===== config.mk =====
export PLATFORM = sky130hd
export DESIGN_NAME = flappy_game_ctrl_flat
export DESIGN_NICKNAME = d
export VERILOG_FILES = /design/src/rtl/flappy_game_ctrl_pkg.sv /design/src/rtl/flappy_game_ctrl_if.sv /design/src/rtl/flappy_game_ctrl_edge_sync.sv /design/src/rtl/flappy_game_ctrl.sv /design/src/flat_wrapper.sv
export SDC_FILE = /design/constraint.sdc
export NUM_CORES = 1
export LEC_CHECK = 0
export CORE_MARGIN = 1
export CORE_UTILIZATION = 65
export DETAILED_ROUTE_END_ITERATION = 10
export DONT_BUFFER_PORTS = 1
export PLACE_DENSITY = 0.81
export SYNTH_ARGS = -nofsm -noshare
export SYNTH_HDL_FRONTEND = slang
export SYNTH_SLANG_ARGS = --single-unit

===== constraint.sdc =====
create_clock -name dclk -period 10.5 [get_ports dclk]
set_input_delay 1.575 -clock dclk [delete_from_list [all_inputs] [get_ports dclk]]
set_output_delay 1.575 -clock dclk [all_outputs]
set_load 0.03 [all_outputs]

===== src/rtl/flappy_game_ctrl_pkg.sv =====
// Shared constants and state encoding for the flappy game sequencer.
package flappy_pkg;

  localparam int SCREEN_W = 640;
  localparam int SCREEN_H = 480;

  localparam int ROW_BITS = 10;
  localparam int COL_BITS = 9;
  localparam int VEL_BITS = 6;

  typedef enum logic [1:0] {
    ST_IDLE = 2'b00,
    ST_PLAY = 2'b01,
    ST_DEAD = 2'b10
  } game_state_e;

endpackage


===== src/rtl/flappy_game_ctrl_if.sv =====
// Game-side signal bundle: raw button/vsync in, bird/pipe/score status out.
interface flappy_game_ctrl_if;
  import flappy_pkg::*;

  logic                flap;
  logic                vsync;
  logic [ROW_BITS-1:0] bird_coord;
  logic [COL_BITS-1:0] pipe_pos;
  logic [7:0]          score;
  logic                game_over;
  logic [1:0]          state;

  modport master (
    input  flap, vsync,
    output bird_coord, pipe_pos, score, game_over, state
  );

  modport slave (
    output flap, vsync,
    input  bird_coord, pipe_pos, score, game_over, state
  );

endinterface


===== src/rtl/flappy_game_ctrl_edge_sync.sv =====
// Two-flop synchroniser for an asynchronous level plus a one-cycle edge pulse.
module flappy_edge_sync #(
  parameter bit RISING = 1'b1
) (
  input  logic clk,
  input  logic rst,
  input  logic async_i,
  output logic edge_o
);

  logic meta_q;
  logic sync_q;
  logic prev_q;

  always_ff @(posedge clk or posedge rst) begin
    if (rst) begin
      meta_q <= 1'b0;
      sync_q <= 1'b0;
      prev_q <= 1'b0;
    end else begin
      meta_q <= async_i;
      sync_q <= meta_q;
      prev_q <= sync_q;
    end
  end

  generate
    if (RISING) begin : g_rise
      assign edge_o = sync_q & ~prev_q;
    end else begin : g_fall
      assign edge_o = ~sync_q & prev_q;
    end
  endgenerate

endmodule


===== src/rtl/flappy_game_ctrl.sv =====
// Per-frame flappy game sequencer: bird physics, pipe scroll, collision, IDLE/PLAY/DEAD.
// Define FLAPPY_SPEEDUP_EN to add +1 pipe column/frame per 8 points (max +4).
module flappy_game_ctrl
  import flappy_pkg::*;
#(
  parameter int BIRD_X     = 100,
  parameter int BIRD_W     = 16,
  parameter int BIRD_H     = 16,
  parameter int BIRD_Y0    = 200,
  parameter int PIPE_W     = 40,
  parameter int PIPE_START = 480,
  parameter int GAP_TOP    = 160,
  parameter int GAP_BOT    = 300,
  parameter int GRAVITY    = 1,
  parameter int FLAP_V     = 8,
  parameter int MAX_FALL   = 10,
  parameter int PIPE_SPEED = 2,
  parameter int DEAD_HOLD  = 60
) (
  input  logic               dclk,
  input  logic               clr,
  flappy_game_ctrl_if.master game
);

  localparam int Y_MAX = SCREEN_H - BIRD_H;
  localparam logic signed [VEL_BITS-1:0] VEL_FLAP = VEL_BITS'(-FLAP_V);
  localparam logic signed [VEL_BITS-1:0] VEL_CAP  = VEL_BITS'(MAX_FALL);
  localparam logic signed [VEL_BITS-1:0] VEL_GRAV = VEL_BITS'(GRAVITY);

  game_state_e                state_q;
  logic [ROW_BITS-1:0]        bird_q;
  logic [COL_BITS-1:0]        pipe_q;
  logic [7:0]                 score_q;
  logic [7:0]                 hold_q;
  logic signed [VEL_BITS-1:0] vel_q;
  logic                       game_over_q;
  logic                       flap_pend_q;

  logic                       flap_rise;
  logic                       frame_tick;
  logic                       pend_eff;
  logic signed [VEL_BITS-1:0] vel_inc;
  logic signed [VEL_BITS-1:0] vel_d;
  logic signed [10:0]         y_sum;
  logic [ROW_BITS-1:0]        bird_d;
  logic                       ground_hit;
  logic [COL_BITS-1:0]        speed;
  logic [COL_BITS-1:0]        pipe_d;
  logic                       wrap;
  logic [7:0]                 score_d;
  logic [10:0]                pipe_ext;
  logic [10:0]                bird_ext;
  logic                       h_overlap;
  logic                       v_outside;
  logic                       hit;

  flappy_edge_sync #(.RISING(1'b1)) u_flap_sync (
    .clk    (dclk),
    .rst    (clr),
    .async_i(game.flap),
    .edge_o (flap_rise)
  );

  flappy_edge_sync #(.RISING(1'b0)) u_vsync_sync (
    .clk    (dclk),
    .rst    (clr),
    .async_i(game.vsync),
    .edge_o (frame_tick)
  );

`ifdef FLAPPY_SPEEDUP_EN
  logic [4:0] bonus;
  assign bonus = (score_q[7:3] > 5'd4) ? 5'd4 : score_q[7:3];
  assign speed = COL_BITS'(PIPE_SPEED) + {{(COL_BITS-5){1'b0}}, bonus};
`else
  assign speed = COL_BITS'(PIPE_SPEED);
`endif

  // Candidate next-frame values; only committed on a tick that runs a PLAY update.
  always_comb begin
    // A flap edge landing in the tick cycle itself still counts for that tick.
    pend_eff = flap_pend_q | flap_rise;
    vel_inc  = vel_q + VEL_GRAV;
    if (pend_eff) begin
      vel_d = VEL_FLAP;
    end else if (vel_inc > VEL_CAP) begin
      vel_d = VEL_CAP;
    end else begin
      vel_d = vel_inc;
    end

    y_sum      = $signed({1'b0, bird_q}) + $signed({{(11-VEL_BITS){vel_d[VEL_BITS-1]}}, vel_d});
    ground_hit = 1'b0;
    if (y_sum[10]) begin
      bird_d = '0;
    end else if (y_sum >= 11'(Y_MAX)) begin
      bird_d     = ROW_BITS'(Y_MAX);
      ground_hit = 1'b1;
    end else begin
      bird_d = y_sum[ROW_BITS-1:0];
    end

    wrap    = pipe_q < speed;
    pipe_d  = wrap ? COL_BITS'(PIPE_START) : pipe_q - speed;
    score_d = (wrap && score_q != 8'hFF) ? score_q + 8'd1 : score_q;

    pipe_ext  = {2'b00, pipe_d};
    bird_ext  = {1'b0, bird_d};
    h_overlap = (pipe_ext < 11'(BIRD_X + BIRD_W)) && ((pipe_ext + 11'(PIPE_W)) > 11'(BIRD_X));
    v_outside = (bird_ext < 11'(GAP_TOP)) || ((bird_ext + 11'(BIRD_H)) > 11'(GAP_BOT));
    hit       = (h_overlap && v_outside) || ground_hit;
  end

  always_ff @(posedge dclk or posedge clr) begin
    if (clr) begin
      state_q     <= ST_IDLE;
      bird_q      <= ROW_BITS'(BIRD_Y0);
      pipe_q      <= COL_BITS'(PIPE_START);
      score_q     <= '0;
      hold_q      <= '0;
      vel_q       <= '0;
      game_over_q <= 1'b0;
      flap_pend_q <= 1'b0;
    end else begin
      flap_pend_q <= frame_tick ? 1'b0 : pend_eff;
      if (frame_tick) begin
        case (state_q)
          ST_IDLE, ST_PLAY: begin
            if (state_q == ST_PLAY || pend_eff) begin
              vel_q   <= vel_d;
              bird_q  <= bird_d;
              pipe_q  <= pipe_d;
              score_q <= score_d;
              if (hit) begin
                state_q     <= ST_DEAD;
                game_over_q <= 1'b1;
                hold_q      <= 8'(DEAD_HOLD);
              end else begin
                state_q <= ST_PLAY;
              end
            end
          end
          ST_DEAD: begin
            if (hold_q != 8'd0) begin
              hold_q <= hold_q - 8'd1;
            end else if (pend_eff) begin
              state_q     <= ST_IDLE;
              bird_q      <= ROW_BITS'(BIRD_Y0);
              pipe_q      <= COL_BITS'(PIPE_START);
              score_q     <= '0;
              vel_q       <= '0;
              game_over_q <= 1'b0;
            end
          end
          default: state_q <= ST_IDLE;
        endcase
      end
    end
  end

  assign game.bird_coord = bird_q;
  assign game.pipe_pos   = pipe_q;
  assign game.score      = score_q;
  assign game.game_over  = game_over_q;
  assign game.state      = state_q;

endmodule


===== src/flat_wrapper.sv =====
// flat-port wrapper written by rule: the top's interface ports become plain ports
module flappy_game_ctrl_flat import flappy_pkg::*;
#(
  parameter int BIRD_X     = 100,
  parameter int BIRD_W     = 16,
  parameter int BIRD_H     = 16,
  parameter int BIRD_Y0    = 200,
  parameter int PIPE_W     = 40,
  parameter int PIPE_START = 480,
  parameter int GAP_TOP    = 160,
  parameter int GAP_BOT    = 300,
  parameter int GRAVITY    = 1,
  parameter int FLAP_V     = 8,
  parameter int MAX_FALL   = 10,
  parameter int PIPE_SPEED = 2,
  parameter int DEAD_HOLD  = 60
)
  (dclk, clr, game_flap, game_vsync, game_bird_coord, game_pipe_pos, game_score, game_game_over, game_state);
  flappy_game_ctrl_if game_i ();
  input  logic dclk;
  input  logic clr;
  input wire logic [$bits(game_i.flap)-1:0] game_flap;
  input wire logic [$bits(game_i.vsync)-1:0] game_vsync;
  output wire logic [$bits(game_i.bird_coord)-1:0] game_bird_coord;
  output wire logic [$bits(game_i.pipe_pos)-1:0] game_pipe_pos;
  output wire logic [$bits(game_i.score)-1:0] game_score;
  output wire logic [$bits(game_i.game_over)-1:0] game_game_over;
  output wire logic [$bits(game_i.state)-1:0] game_state;
  assign game_i.flap = game_flap;
  assign game_i.vsync = game_vsync;
  assign game_bird_coord = game_i.bird_coord;
  assign game_pipe_pos = game_i.pipe_pos;
  assign game_score = game_i.score;
  assign game_game_over = game_i.game_over;
  assign game_state = game_i.state;
  flappy_game_ctrl #(.BIRD_X(BIRD_X), .BIRD_W(BIRD_W), .BIRD_H(BIRD_H), .BIRD_Y0(BIRD_Y0), .PIPE_W(PIPE_W), .PIPE_START(PIPE_START), .GAP_TOP(GAP_TOP), .GAP_BOT(GAP_BOT), .GRAVITY(GRAVITY), .FLAP_V(FLAP_V), .MAX_FALL(MAX_FALL), .PIPE_SPEED(PIPE_SPEED), .DEAD_HOLD(DEAD_HOLD)) u_core (.dclk(dclk), .clr(clr), .game(game_i));
endmodule

Word level (Yosys, flattened, before mapping)
Index checks and enable logic that the tools add are counted.
{ "totals": {"word_cells": 96, "ff_bits": 51, "input_bits": 4, "out_inout_bits": 30} }
{ "classes": {"muxes": 39, "n_addsub": 7, "order_cmp": 7, "n_eq_ne": 9, "reduce_logical": 15, "bitwise": 5} }
{ "op_table": {"columns": ["cell", "n"], "rows": [
  ["two-way mux 8 bit", 7],
  ["two-way mux 10 bit", 5],
  ["two-way mux 9 bit", 4],
  ["one-hot mux 8 bit (2 select lines)", 2],
  ["two-way mux 6 bit", 5],
  ["one-hot mux 10 bit (2 select lines)", 1],
  ["one-hot mux 9 bit (2 select lines)", 1],
  ["one-hot mux 6 bit (2 select lines)", 1],
  ["AND reduction 6 bit", 2],
  ["adder 10 x 5 -> 11 bit, second input constant", 1],
  ["adder 11 x 6 -> 11 bit", 1],
  [">= comparator 11 x 10 -> 1 bit, second input constant", 1],
  ["> comparator 11 x 7 -> 1 bit, second input constant", 1],
  ["> comparator 11 x 9 -> 1 bit, second input constant", 1],
  ["adder 9 x 6 -> 10 bit, second input constant", 1],
  ["< comparator 10 x 8 -> 1 bit, second input constant", 1],
  ["inequality test 2 x 1 -> 1 bit, second input constant", 5],
  ["AND reduction 5 bit", 2],
  ["< comparator 9 x 2 -> 1 bit, second input constant", 1],
  ["< comparator 9 x 7 -> 1 bit, second input constant", 1],
  ["subtractor 9 x 2 -> 9 bit, second input constant", 1],
  ["adder 8 x 1 -> 8 bit, second input constant", 1],
  ["two-way mux 2 bit", 4],
  ["inequality test 8 bit, second input constant", 1],
  ["other kinds (19)", 31]
]} }

Longest topological paths before layout
Gate-level depths: netlist of run 1.
{ "logic_depth": {"word_depth": 16, "ltp_mapped": 26, "ltp_nobuf": 26} }

Modules after synthesis
A second synthesis of run 1 with hierarchy kept.
{ "unflattened": {"cells_unflattened": 385, "area_unflattened_um2": 3478.3} }
{ "modules_own_cells": {"columns": ["mod", "instances", "cells_per_inst", "area_per_inst_um2", "seq_area_each_um2"], "rows": [
  ["flappy_game_ctrl", 1, 375, 3293.2, 1134.8],
  ["flappy_edge_sync", 2, 5, 92.6, 75.1]
]} }

Least setup slack after synthesis of run 1
OpenSTA, ideal clock, no wires.
{ "synth_timing": {"path_kind": "register to register", "start": "register u_core.vel_q[0]", "end": "register u_core.game_over_q, in the netlist u_core.game.game_over", "n_path_buf": 0, "t_arrival_ps": 5339, "setup_slack_ps": 5035, "path_stages_with_launch": 24, "required_ps": 10374, "period_less_slack_ps": 5465, "setup_time_ps": 126, "path_cell_list": "dfrtp_1 > ha_1 > or2_2 > a21oi_1 > o21ai_0 > a31oi_1 > a31oi_1 > nand2_1 > nor2_1 > ha_1 > fa_1 > a211o_1 > a221o_1 > xnor2_1 > or2_2 > o21ai_1 > nor2_1 > ha_1 > nand3_1 > a211oi_1 > nor4_1 > or4_4 > and3_4 > a311o_1"} }
{ "synth_via": {"elab_chain_cells": 15, "elab_cells_between_ends": 18, "classes_between": "add/sub: 3; order compare: 4; eq/ne: 1; mux: 6; reduce/logical: 4"} }
{ "synth_rtl": {"columns": ["element", "line_no", "rtl"], "rows": [
  ["from (decl)", "flappy_game_ctrl.sv:35", "logic signed [VEL_BITS-1:0] vel_q;"],
  ["from (signal assigned)", "flappy_game_ctrl.sv:130", "vel_q <= vel_d;"],
  ["adder 6 x 2 -> 6 bit *", "flappy_game_ctrl.sv:83", "vel_inc = vel_q + VEL_GRAV;"],
  ["> comparator 6 x 5 -> 1 bit", "flappy_game_ctrl.sv:86", "end else if (vel_inc > VEL_CAP) begin"],
  ["two-way mux 6 bit *", "flappy_game_ctrl.sv:86", null],
  ["two-way mux 6 bit *", "flappy_game_ctrl.sv:84", "if (pend_eff) begin"],
  ["adder 11 x 6 -> 11 bit *", "flappy_game_ctrl.sv:92", "y_sum = $signed({1'b0, bird_q}) + $signed({{(11-VEL_BITS){vel_d[VEL_BITS-1]}}, vel_d});"],
  [">= comparator 11 x 10 -> 1 bit", "flappy_game_ctrl.sv:96", "end else if (y_sum >= 11'(Y_MAX)) begin"],
  ["two-way mux 10 bit", "flappy_game_ctrl.sv:96", null],
  ["two-way mux 10 bit", "flappy_game_ctrl.sv:94", "if (y_sum[10]) begin"],
  ["adder 10 x 5 -> 11 bit", "flappy_game_ctrl.sv:110", "v_outside = (bird_ext < 11'(GAP_TOP)) || ((bird_ext + 11'(BIRD_H)) > 11'(GAP_BOT));"],
  ["> comparator 11 x 9 -> 1 bit", "flappy_game_ctrl.sv:110", null],
  ["logical OR 1 bit", "flappy_game_ctrl.sv:110", null],
  ["logical AND 1 bit", "flappy_game_ctrl.sv:111", "hit = (h_overlap && v_outside) || ground_hit;"],
  ["logical OR 1 bit *", "flappy_game_ctrl.sv:111", null],
  ["inequality test 2 x 1 -> 1 bit (no line) *", null, null],
  ["AND reduction 6 bit (no line) *", null, null],
  ["to (signal assigned)", "flappy_game_ctrl.sv:122", "game_over_q <= 1'b0;"],
  ["to (signal assigned)", "flappy_game_ctrl.sv:136", "game_over_q <= 1'b1;"],
  ["to (signal assigned)", "flappy_game_ctrl.sv:152", "game_over_q <= 1'b0;"],
  ["to (decl)", "flappy_game_ctrl.sv:36", "logic game_over_q;"]
]} }
Mark *: on every way between the ends. The rest lies on a longest branch, timed or not.
A chain may end at the register's enable or synchronous reset.

Worst setup path after layout of run 1
{ "layout_timing": {"start": "register u_core.vel_q[0]", "end": "register u_core.hold_q[1]"} }
{ "layout_via": {"elab_chain_cells": 15, "elab_cells_between_ends": 18, "classes_between": "add/sub: 3; order compare: 4; eq/ne: 1; mux: 6; reduce/logical: 4"} }
{ "layout_rtl": {"columns": ["element", "line_no", "rtl"], "rows": [
  ["adder 6 x 2 -> 6 bit *", "flappy_game_ctrl.sv:83", null],
  ["> comparator 6 x 5 -> 1 bit", "flappy_game_ctrl.sv:86", null],
  ["two-way mux 6 bit *", "flappy_game_ctrl.sv:86", null],
  ["two-way mux 6 bit *", "flappy_game_ctrl.sv:84", null],
  ["adder 11 x 6 -> 11 bit *", "flappy_game_ctrl.sv:92", null],
  [">= comparator 11 x 10 -> 1 bit", "flappy_game_ctrl.sv:96", null],
  ["two-way mux 10 bit", "flappy_game_ctrl.sv:96", null],
  ["two-way mux 10 bit", "flappy_game_ctrl.sv:94", null],
  ["adder 10 x 5 -> 11 bit", "flappy_game_ctrl.sv:110", null],
  ["> comparator 11 x 9 -> 1 bit", "flappy_game_ctrl.sv:110", null],
  ["logical OR 1 bit", "flappy_game_ctrl.sv:110", null],
  ["logical AND 1 bit", "flappy_game_ctrl.sv:111", null],
  ["logical OR 1 bit *", "flappy_game_ctrl.sv:111", null],
  ["inequality test 2 x 1 -> 1 bit (no line) *", null, null],
  ["AND reduction 5 bit (no line) *", null, null],
  ["to (signal assigned)", "flappy_game_ctrl.sv:137", "hold_q <= 8'(DEAD_HOLD);"],
  ["to (signal assigned)", "flappy_game_ctrl.sv:145", "hold_q <= hold_q - 8'd1;"],
  ["to (decl)", "flappy_game_ctrl.sv:34", "logic [7:0] hold_q;"]
]} }
Marks and branches as above.

==> impl_results.md, run 1 <==
- Outcome: complete, no violations
- PortBufs: 0
- Worst slew margin: 31.2%
- Mux share of post-synthesis cell area: 0.287%
- Die area: 5660 sq um
- Synth Area in Adders: 8.11%
- Power per cell area: 337 nW/um^2
- Max incr delay on CP: 0.55 ns
- Num CTS Buffers: 5
- Global-route wire length before repair: 12,000 microns
- Leak pwr: 1.53 nW
- Synth cell types: 66
- Layout cells sized above 1: 8.23%
- Total GRT Usage: 28.3%
- Crit path max-delay cell type: or4_4
- Commonest cells after routing, fill and taps aside: dfrtp_1, nor2_1, o21ai_0
- Worst Hold Depth: 0
- Worst Hold Class: flip-flop to flip-flop
- Synthesis Warnings: 0
- Worst endpoint data arrival time: 6.16 ns
- Worst-margin pin slew: 1.03 ns
- Inserted Diodes: 0
- Post-CTS Hold Fix Bufs: 0
- Top_reg_cell synth: dfrtp_1
- Worst clock skew: 0.00819 ns
- Largest net degree at the start of global routing: 52
- Post-synthesis sequential area ratio: 36.9%
- Largest family of logic cells by synthesized area: compound AO/OA/AOI/OAI gates
- Final hold violation count: 0
- Row count: 26
- Tcrit/Tclk final: 57.0%
- Post-synth net total: 419
- XOR/XNOR Fraction of Synth Area: 7.50%
- Area Overhead vs Synth: 4.16%
- Crit. End Element: flip-flop
- Antenna violations before repair: 0
- Vias in the first global route: 2,698
- I/O Pins: 34
- Fin. max-slew vios: 0
- # setup viols final: 0
- WL final: 7490 microns
- Height of the die: 75.2 microns
- Drt pass-1 iters: 4
- Cell depth of the worst setup path: 23
- Crit path kind: flip-flop to flip-flop
- Post-CTS Setup Inserts: 0
- Maximum clock insertion buffer count: 2
- Final ANT Viol Nets: 0
- Count of flip-flops with a built-in enable after synthesis: 0
- Grt ovf: 0
- DRC: 0
- WHS: 0.355 ns
- Synth Area in Compound Gates: 22.0%
- Post-Syn Area: 3490 sq um
- Via density: 6.36
- Via count: 2,919
- CORE AREA: 5140 sq um
- PostCTS Resize Cnt: 0
- Max Freq: 167 MHz
- Die width: 75.2 microns
- Worst r2r path cells: 23
- Post-DP HPWL: 5500 microns
- Post-Place Worst Slack: 4.60 ns
- CP Buf/Inv Count: 0
- Worst Path Required: 10.68 ns
- Min cycle time layout: 5.99 ns
- Critical path, cell by cell: ha_1, or2_2, a21oi_1, o21ai_0, a31oi_1, a31oi_1, nand2_1, nor2_1, ha_1, fa_1, a211o_1, a221o_1, xnor2_1, or2_2, o21ai_1, nor2_1, ha_1, nand3_1, a211oi_1, nor4_1, or4_4, a31oi_1, o22ai_1
- Flops & latches, synth: 51
- DRT iter0 DRCs: 148
- Type of element launching the critical path: flip-flop
- Max FO, Critical Path: 7
- Setup WS post-layout: 4.51 ns
- RePlAce Congestion: 0.897
- Post-synthesis simple-gate area fraction: 21.2%
- Cell count after synthesis: 393
- CTS Sinks: 51
- RSZ-0062 raised after global routing: false
- Worst-path clk slew: 0.10 ns
- Commonest non-fill, non-tap cell in the layout: dfrtp_1
- Top Family by Delay on Critical Path: compound AO/OA/AOI/OAI gates
- H-tree Lvls: 2
- # Max-Cap Violations: 0
- Total negative slack: 0 ns
- Fin nets: 414
- Wire per inst: 16.3 microns
- Peak supply drop: 205 uV
- Avg Inst Size Synth: 8.87 sq um
- Ys async rst share: 100%
- Initial core utilization: 67.8%
- Clk_lat worst skew: 0.32 ns
- CTS tree: built
- Clk root buf: clkbuf_8
[synth_stat cells (all sizes together), types with 3 or more instances]
cell	count	area share (%)
o22a	3	0.75
nand2	29	3.1
a22o	3	0.75
nand2b	6	1.1
or2	6	1.1
a31oi	4	0.72
or4	3	0.86
or4b	4	1.1
o211ai	3	0.65
ha	21	7.5
and3	4	0.86
xnor2	18	4.7
a21o	7	1.5
a21oi	25	3.6
or3	3	0.54
o21a	5	1.1
nor2	38	4.3
clkbuf	8	0.86
o31ai	3	0.65
xor2	11	2.8
inv	21	2.3
a211o	3	0.79
buf	5	0.90
a211oi	5	1.2
nor3	10	1.4
nor2b	4	0.72
dfstp	7	5.3
nand3b	3	0.65
a32o	4	1.1
o21ai	36	5.2
nor4	3	0.97
nand3	15	2.2
nand4	4	0.72
dfrtp	44	32
[registers in the layout, summed over array words and instances (netlist names), 2 cells and up]
signal	count
u_core.game.score	8
u_core.vel_q	6
u_core.hold_q	8
u_core.game.bird_coord	10
u_core.game.pipe_pos	9
u_core.game.state	2
[through the flow]
stage | total power, mW | area [sq um] | util [%] | instances
after global placement | 1.04 | 3520 | 68.5 | 451
after floorplan | 0.932 | 3490 | - | 393
final | 1.22 | 3630 | 70.6 | 459
after detailed placement | 1.07 | 3520 | 68.5 | 451
after CTS | 1.22 | 3630 | 70.6 | 459
after global routing | 1.32 | 3630 | 70.6 | 459
[kinds of logic after synthesis]
family                     count (synthesis)
muxes                                      1
adders and majority gates                 22
and+or+nand+nor                          139
xor gates and xnor gates                  29
DFF                                       51
buffers and inverters                     34
AOI/OAI and AO/OA                        117
[cell type report]
class,count,area [sq um]
multi-input cells,308,2060
inverters,21,78.8
clock buffers,6,72.6
clock inverters,2,38.8
fillers,411,1510
flip-flops and latches,51,1280
repair buffers,1,7.51
well taps,70,87.6
[per-layer routing]
layer | global-route usage (%) | up-vias | wire length, microns
met1 | 34.1 | 1411 | 3300
met4 | 9.47 | 0 | 103
met5 | 0 | - | 0
met2 | 49.3 | 83 | 3700
met3 | 7.23 | 11 | 387
li1 | - | 1414 | -
[path summary, 6_finish.rpt]
path                                              end                       start  slack (ns)
min in group asynchronous     u_core.game.pipe_pos[0]                         clr        1.37
setup / recovery                     u_core.hold_q[1]             u_core.vel_q[0]        4.51
hold / removal             u_core.u_vsync_sync.sync_q  u_core.u_vsync_sync.meta_q        0.36
hold reg to reg            u_core.u_vsync_sync.sync_q  u_core.u_vsync_sync.meta_q        0.36
max in group asynchronous   u_core.game.bird_coord[2]                         clr        8.48
setup reg to reg                     u_core.hold_q[1]             u_core.vel_q[0]        4.51
[power breakdown]
part | switching [mW] | internal (mW)
clock network | 0.0685 | 0.0721
logic | 0.398 | 0.277
registers | 0.146 | 0.260
total | 0.613 | 0.609
(Power assumes the default switching activity.)
==> inputs of run 2 (changes only) <==
- CORE_UTILIZATION: 65 -> 64
- PLACE_DENSITY: 0.81 -> 0.8
- clock period: 10.5 -> 5.9 ns (I/O delays scaled with it)
==> impl_results.md, run 2 (same netlist as run 1, synthesis figures left out) <==
- Worst R2R Start: u_core.vel_q[1]
- Type of element launching the critical path: flip-flop
- Commonest cells after routing, fill and taps aside: dfrtp_1, nor2_1, o21ai_0
- Met3 global-route usage: 5.29% (-1.9 points)
- Num CTS Buffers: 5 (unchanged)
- Top Family by Delay on Critical Path: compound AO/OA/AOI/OAI gates
- Worst-path clk slew: 0.09 ns (about the same)
- Wire per inst: 16.3 microns (about the same)
- R2r endpoint: u_core.game.game_over
- Final hold violation count: 0 (unchanged)
- Final ANT Viol Nets: 0 (unchanged)
- Worst Hold Class: flip-flop to flip-flop
- Min cycle time layout: 5.66 ns (-0.332 ns)
- Leak pwr: 1.58 nW (+3.1%)
- # setup viols final: 0 (unchanged)
- Met1 usage: 33.9% (-0.21 points)
- Drt pass-1 iters: 4 (unchanged)
- Commonest non-fill, non-tap cell in the layout: dfrtp_1
- Peak supply drop: 363 uV (+77%)
- WL final: 7660 microns (+2.3%)
- Die area: 5750 sq um (+1.5%)
- Worst-margin pin slew: 1.03 ns (-0.000702 ns)
- CORE AREA: 5170 sq um (+0.63%)
- Cell depth of the worst setup path: 24 (+4.3%)
- Clk_lat worst skew: 0.32 ns (about the same)
- Worst endpoint data arrival time: 5.85 ns (-0.31 ns)
- Vias in the first global route: 2,724 (+0.96%)
- Setup WS post-layout: 0.245 ns (-4.27 ns)
- CTS tree: built
- PortBufs: 0 (unchanged)
- Max Freq: 177 MHz (+5.9%)
- RePlAce Congestion: 0.939 (+4.7%)
- WHS: 0.356 ns (+0.000621 ns)
- Maximum clock insertion buffer count: 2 (unchanged)
- Fin. max-slew vios: 0 (unchanged)
- # Max-Cap Violations: 0 (unchanged)
- Fin nets: 425 (+2.7%)
- Outcome: complete, no violations
- Row count: 26 (unchanged)
- Worst Hold Depth: 0 (unchanged)
- Crit. End Element: flip-flop
- Worst clock skew: 0.0124 ns (+0.00424 ns)
- Height of the die: 75.8 microns (+0.76%)
- Total GRT Usage: 27.9% (-0.36 points)
- Layout cells sized above 1: 14.0% (+5.8 points)
- Crit path kind: flip-flop to flip-flop
- Area Overhead vs Synth: 8.44%
- CP Buf/Inv Count: 1 (+1)
- Busiest layer in global routing: met2
- Clk root buf: clkbuf_8
- H-tree Lvls: 2 (unchanged)
- Die width: 75.8 microns (+0.76%)
- Worst Hold End: u_core.u_vsync_sync.sync_q
- Most common cell on crit path: ha_2
- Antenna violations before repair: 0 (unchanged)
- Max reg flops: 10 (unchanged)
- Via density: 6.26 (-1.6%)
- DRT iter0 DRCs: 178 (+20%)
- Post-DP HPWL: 5430 microns (-1.3%)
- Tcrit/Tclk final: 95.8% (+39 points)
- Initial core utilization: 67.4% (-0.43 points)
- Worst r2r path cells: 24 (+4.3%)
- I/O Pins: 34 (unchanged)
- Global-route wire length before repair: 12,000 microns (about the same)
- GR Util met2: 48.8% (-0.58 points)
- Power per cell area: 610 nW/um^2 (+81%)
- Worst slew margin: 31.3% (+0.047 points)
- Hold_sp: u_core.u_vsync_sync.meta_q
- Critical path, cell by cell: inv_1, ha_1, or2_2, a21oi_1, o21ai_0, a31oi_1, a31oi_2, nand2_1, nor2_1, ha_2, fa_2, a211o_1, a221o_1, xnor2_1, or2_4, o21ai_4, nor2_2, ha_2, nand3_1, a211oi_2, nor4_1, or4_4, and3_4, a311o_1
- CTS Sinks: 51 (unchanged)
- Post-Place Worst Slack: 0.0707 ns (-4.53 ns)
- Max FO, Critical Path: 6 (-1)
- Grt ovf: 0 (unchanged)
- Max incr delay on CP: 0.55 ns (about the same)
- Via count: 2,940 (+0.72%)
- DRC: 0 (unchanged)
- Crit path max-delay cell type: or4_4
- Flop-to-flop setup slack: 0.24 ns (-4.27 ns)
- Largest net degree at the start of global routing: 52 (unchanged)
- Fill cells: 375 (-8.8%)
- Worst Path Required: 6.10 ns (-4.58 ns)
- Inserted Diodes: 0 (unchanged)
-- run 2: changes by cell type in the layout (fill, tap and decap cells not counted), sizes merged --
| cell | change |
|---|---|
| buf | +11 |
-- run 2: routing by layer --
layer	wire [microns]	share of wire, %	up-vias
met5	0	0	-
met4	133	1.7	0
met3	355	4.6	13
met2	3770	49	85
met1	3410	44	1409
li1	-	-	1433
-- run 2: final cells by class --
type,count,area [sq um],area share (%)
Multi-Input combinational cell,308,2130,56.2
Sequential cell,51,1290,34.0
Timing Repair Buffer,12,90.1,2.38
Tap cell,70,87.6,2.32
Inverter,21,78.8,2.09
Clock buffer,6,72.6,1.92
Clock inverter,2,38.8,1.03
-- run 2: worst max path at each step --
stage	start	endpoint
after floorplan	u_core.vel_q[0]	u_core.game.game_over
after global placement	u_core.vel_q[0]	u_core.game.game_over
after detailed placement	u_core.vel_q[0]	u_core.game.game_over
after CTS	u_core.vel_q[0]	u_core.game.game_over
after global routing	u_core.vel_q[1]	u_core.game.game_over
final	u_core.vel_q[1]	u_core.game.game_over
-- run 2: timing repair --
action / 4_1_cts / 5_1_grt
setup buffers: 0 / 5
setup endpoints to repair: 0 / 11
hold buffers: 0 / 0
resized for setup: 0 / 15
-- run 2: stage by stage --
| stage | instance area [sq um] | cells | TNS (ns) | util [%] | power (mW) |
|---|---|---|---|---|---|
| floorplan | 3490 | 393 | 0 | - | 1.66 |
| global placement | 3560 | 457 | 0 | 68.9 | 1.88 |
| detailed placement | 3560 | 457 | 0 | 68.9 | 1.91 |
| CTS | 3680 | 465 | 0 | 71.1 | 2.17 |
| global route | 3780 | 470 | -0.0391 | 73.1 | 2.47 |
| finish | 3780 | 470 | 0 | 73.1 | 2.31 |
-- run 2: where the power goes --
part           internal [mW]  switching [mW]
clock network          0.128           0.123
logic                  0.574           0.758
registers              0.463           0.260
